--- config.mk ---
export PLATFORM = sky130hd
export DESIGN_NAME = mem_port_arbiter
export DESIGN_NICKNAME = d
export VERILOG_FILES = /design/src/rtl/mem_port_arbiter.sv
export SDC_FILE = /design/constraint.sdc
export NUM_CORES = 1
export LEC_CHECK = 0
export BUFFER_PORTS_ARGS = -buffer_cell sky130_fd_sc_hd__buf_2
export CAP_MARGIN = 20
export CELL_PAD_IN_SITES_DETAIL_PLACEMENT = 1
export CELL_PAD_IN_SITES_GLOBAL_PLACEMENT = 1
export CORE_ASPECT_RATIO = 1.2
export CORE_MARGIN = 5
export CORE_UTILIZATION = 31
export CTS_BUF_LIST = sky130_fd_sc_hd__clkbuf_4 sky130_fd_sc_hd__clkbuf_8 sky130_fd_sc_hd__clkbuf_16
export CTS_CLUSTER_DIAMETER = 60
export DETAILED_ROUTE_END_ITERATION = 10
export GPL_TIMING_DRIVEN = 0
export PLACE_DENSITY = 0.91
export SLEW_MARGIN = 30
export SYNTH_ARGS = -nofsm -noshare
export SYNTH_HDL_FRONTEND = slang
export SYNTH_SLANG_ARGS = --single-unit
--- constraint.sdc ---
create_clock -name CLK -period 1.75 [get_ports CLK]
set_input_delay 0 -clock CLK [delete_from_list [all_inputs] [get_ports CLK]]
set_output_delay 0 -clock CLK [all_outputs]
set_load 0.02 [all_outputs]
--- src/rtl/mem_port_arbiter.sv ---
// rtl/mem_port_arbiter.sv - round-robin req/ack arbiter sharing one RAM port between fetch and load/store
module mem_port_arbiter #(
  parameter int DataWidth  = 32,
  parameter int AddrWidth  = 32,
  parameter int WaitCycles = 1
) (
  input  logic                 CLK,
  input  logic                 RST,
  input  logic                 i_req,
  input  logic [AddrWidth-1:0] i_addr,
  output logic                 i_ack,
  output logic [DataWidth-1:0] i_rdata,
  input  logic                 d_req,
  input  logic                 d_we,
  input  logic [AddrWidth-1:0] d_addr,
  input  logic [DataWidth-1:0] d_wdata,
  output logic                 d_ack,
  output logic [DataWidth-1:0] d_rdata,
  output logic [AddrWidth-1:0] ram_addr,
  output logic                 ram_r,
  output logic                 ram_w,
  output logic [DataWidth-1:0] ram_wdata,
  input  logic [DataWidth-1:0] ram_rdata,
  output logic                 busy
);

  // Counter only has to hold WaitCycles-1; keep at least one bit.
  localparam int CntWidth = (WaitCycles > 1) ? $clog2(WaitCycles) : 1;
  localparam logic [CntWidth-1:0] CntLoad = CntWidth'(WaitCycles - 1);

  typedef enum logic [1:0] {
    IDLE   = 2'd0,
    ACCESS = 2'd1,
    RESP   = 2'd2
  } state_t;

  state_t                state;
  state_t                state_next;
  logic [CntWidth-1:0]   cnt;
  logic                  grant_d;    // 1: current access belongs to D, 0: to I
  logic                  last_d;     // 1: D was granted last, 0: I was granted last
  logic                  lat_we;
  logic [AddrWidth-1:0]  lat_addr;
  logic [DataWidth-1:0]  lat_wdata;
  logic                  any_req;
  logic                  pick_d;

  // D wins if it is the only requester, or on a tie when I was served last.
  assign any_req = i_req | d_req;
  assign pick_d  = d_req & (~i_req | ~last_d);

  // The RAM bus always shows the latched request so it never floats between accesses.
  assign ram_addr  = lat_addr;
  assign ram_wdata = lat_wdata;

  // State register.
  always_ff @(posedge CLK) begin
    if (RST) begin
      state <= IDLE;
    end else begin
      state <= state_next;
    end
  end

  // Next-state logic: requests are only looked at in IDLE.
  always_comb begin
    state_next = state;
    case (state)
      IDLE:    if (any_req) state_next = ACCESS;
      ACCESS:  if (cnt == '0) state_next = RESP;
      RESP:    state_next = IDLE;
      default: state_next = IDLE;
    endcase
  end

  // Output decode: strobes only in ACCESS, ack only in RESP for the grantee.
  always_comb begin
    ram_r = 1'b0;
    ram_w = 1'b0;
    i_ack = 1'b0;
    d_ack = 1'b0;
    busy  = (state != IDLE);
    case (state)
      ACCESS: begin
        ram_r = ~lat_we;
        ram_w = lat_we;
      end
      RESP: begin
        i_ack = ~grant_d;
        d_ack = grant_d;
      end
      default: ;
    endcase
  end

  // Grant latch, wait counter, read-data capture and round-robin pointer.
  always_ff @(posedge CLK) begin
    if (RST) begin
      cnt       <= '0;
      grant_d   <= 1'b0;
      last_d    <= 1'b0;
      lat_we    <= 1'b0;
      lat_addr  <= '0;
      lat_wdata <= '0;
      i_rdata   <= '0;
      d_rdata   <= '0;
    end else begin
      case (state)
        IDLE: begin
          if (any_req) begin
            grant_d   <= pick_d;
            lat_addr  <= pick_d ? d_addr : i_addr;
            lat_we    <= pick_d & d_we;
            lat_wdata <= pick_d ? d_wdata : '0;
            cnt       <= CntLoad;
          end
        end
        ACCESS: begin
          if (cnt != '0) begin
            cnt <= cnt - 1'b1;
          end else if (!lat_we) begin
            if (grant_d) d_rdata <= ram_rdata;
            else         i_rdata <= ram_rdata;
          end
        end
        RESP: begin
          last_d <= grant_d;
        end
        default: ;
      endcase
    end
  end

endmodule

==> flow_summary.ini <==
[outcome]
status = completed

[logic_synthesis]
synth_common_cells = nand2_1 (193), dfxtp_1 (133), a21oi_1 (98), a22o_1 (33), a311oi_1 (32)
postSynthAreaPerCell_um2 = 8.77
synth_most_common_cell = nand2_1
yosysWarnings = 0
ys_types = 26
syn_area_um2 = 4930
synth_edf_count = 0
synth_area_leaders = dfxtp_1 (54%), nand2_1 (15%), a21oi_1 (9.9%)
synthArstFlopShare_pct = 0
synthFlopType = dfxtp_1
ys_seq_elements = 133
syn_inst = 562
synth_area_leader_cell = dfxtp_1
syn_nets = 695
yosysTopAreaCellShare_pct = 54.0
yosysSeqAreaShare_pct = 54.0

[run]
max_cap_violations = 0

[die]
fp.dieH_um = 148
fp.dieW_um = 125
row_count = 50
core-area_um2 = 15600
io_pins = 266
dieArea_um2 = 18500
start_util_pct = 31.5

[clock_tree]
clk_pin_slew_ps = 60
cts_root_buf = clkbuf_16
clock_sinks = 133
clockBufferDepth = 2
cts_tree = yes
cts_buffers = 17
insertion_delay_ps = 410
cts_max_level = 4

[timing]
finalSetupViolations = 0
timing.final.crit_share_pct = 96.3
tightest_slew_ps = 605
hold_viol_final = 0
setup_ws_ps = 64.4
slew_headroom_pct = 59.7
fmax_ghz = 0.593
clock-skew-final_ps = 8.93
rsz0062_at_grt = true
drv_slew = 0
fin_crit_ps = 1690

[critical_path]
r2r_cells = 4
critical-path-max-stage-delay_ps = 590
critical-path-top-delay-family = buffers and inverters
r2r_setup_slack_ps = 60
cp_num_buf_inv = 1
regToRegStartpoint = last_d
worstPathArrival_ps = 2010
reg2reg_to = ram_addr[0]
cp_max_fo = 6
critical_path.cell_chain = a21boi_4, nand2_1, dlygate4sd3_1, a311oi_1
startpoint_type = flip-flop
cp_slowest_cell = dlygate4sd3_1
critPathRequiredTime_ps = 2070
crit_type = reg -> reg
critPathCaptureType = flip-flop

[pwr]
p_clk_share_pct = 43.4
ir_worst_vdd_uv = 615
p_int_w = 0.00635
power_frac_comb_pct = 18.5
p_per_area_nw_per_um2 = 1040
p_leak_nw = 3.92
power_switching_w = 0.00250
switching_share_pct = 28.2
p_seq_share_pct = 38.0

[drt]
vias = 6086
wl_um = 25400
ant_nets = 0
first_pass_iters = 4
drc = 0
routedWlPerCell_um = 21.1
initialDrtViolationCount = 212
routed_via_density = 5.05

[cells_and_area]
post-route-util_pct = 54.3
area_growth_pct = 72.1
seqCellArea_um2 = 2660
final_layout_size_suffix_gt1_share_pct = 34.7
nFillCells = 1866
multi_input_area_um2 = 1990
nets = 1111

[min_path]
hold_path_depth = 3
hold_path.class = in -> reg
min-delay-start = RST
hold_end = ram_wdata[31]

[global_routing]
antenna_found_initial = 6
grt_first_pass_wirelength_um = 38600
grt_usage_pct = 26.4
grt_pass1_vias = 6948
gr-total-overflow = 0
grt_max_degree = 17

[place]
gp_routability_congestion = 0.791
preCtsSetupSlack_ps = 101
numPortBuffers = 265
dpl.hpwl_um = 14300
==> per-stage QoR <==
stage	hold slack [ps]	cell area (um2)	setup TNS (ps)	instances	power, W
2_1_floorplan	133	4930	0	562	0.00416
3_3_place_gp	215	6520	0	1035	0.00470
3_5_place_dp	221	6520	0	1035	0.00473
4_1_cts	36.4	8460	0	1198	0.00878
5_1_grt	61.3	8490	-71.1	1204	0.00917
6_report	60.5	8490	0	1204	0.00885
==> final cells by class <==
class	instances	share of cell area, %
clock buffer	19	5.26
timing repair buffer	397	31.2
inverter	1	0.0442
buffer	51	3.38
antenna	6	0.177
tap	208	3.07
sequential	133	31.4
clock inverter	12	2.09
multi-input combinational	377	23.4
==> worst min-delay path, stage by stage <==
cell and delay (ps):
buf_2 150, a21oi_2 90, a22o_1 180
==> timing repair <==
| action | 4_1_cts | 5_1_grt |
|---|---|---|
| setup buffers | 0 | 0 |
| hold endpoints to repair | 130 | 0 |
| gates resized for setup | 0 | 2 |
| endpoints found under the setup margin | 0 | 5 |
| hold buffers | 132 | 0 |
==> cells in the final DEF, fill, tap and decap left out, types with 2 or more instances in the layout <==
cell type | Yosys | layout
buf_2 | 31 | 296
diode_2 | 0 | 6
a22o_1 | 33 | 33
clkinv_2 | 0 | 2
a21oi_1 | 98 | 98
bufinv_16 | 0 | 4
nor3b_1 | 2 | 2
a311oi_1 | 32 | 32
and3b_1 | 2 | 2
nand2_1 | 193 | 193
buf_6 | 7 | 7
nor2_1 | 4 | 3
clkbuf_1 | 12 | 12
clkbuf_16 | 0 | 17
clkinvlp_4 | 0 | 4
dlygate4sd3_1 | 0 | 132
dfxtp_1 | 133 | 133
==> metal layers <==
| layer | GRT usage (%) | part of all wire (%) | up-vias |
|---|---|---|---|
| met5 | 0 | 0 | - |
| met4 | 15.8 | 5.6 | 0 |
| met3 | 7.72 | 6.3 | 92 |
| met2 | 49.7 | 53 | 303 |
| met1 | 25.3 | 35 | 2905 |
| li1 | - | - | 2786 |
==> power groups by stage <==
stage	clock, W	combinational, W	sequential [W]
final	0.00384	0.00164	0.00337
after global routing	0.00404	0.00175	0.00338
after CTS	0.00388	0.00156	0.00335
after detailed placement	0	0.00132	0.00341
after global placement	0	0.00130	0.00340
after floorplan	0	0.000525	0.00364
==> logic make-up (layout without fill, tap and decap cells) <==
kind of cell,after synthesis,count (layout),share of synthesized area [%]
AND/OR/NAND/NOR,210,210,17.9
AO/OA/AOI/OAI,167,167,22.2
flip-flops,133,133,54.0
buffers and inverters,52,480,5.89
other,0,6,0
==> registers in the layout (all words and copies together), names as in the netlist <==
| register | flops |
|---|---|
| i_rdata | 32 |
| ram_wdata | 32 |
| last_d | 1 |
| grant_d | 1 |
| lat_we | 1 |
| d_rdata | 32 |
| ram_addr | 32 |
| state | 2 |
==> worst max-delay path by stage <==
stage | startpoint | to | slack [ps] | cells after the start
2_1_floorplan | state[1] | i_rdata[10] | 350 | 6
3_3_place_gp | state[0] | ram_addr[29] | 140 | 6
3_5_place_dp | state[0] | ram_addr[21] | 100 | 6
4_1_cts | state[0] | ram_addr[29] | 90 | 6
5_1_grt | last_d | ram_addr[28] | -70 | 5
6_report | last_d | ram_addr[0] | 60 | 4
No activity file was read; power rests on OpenSTA's default activity.
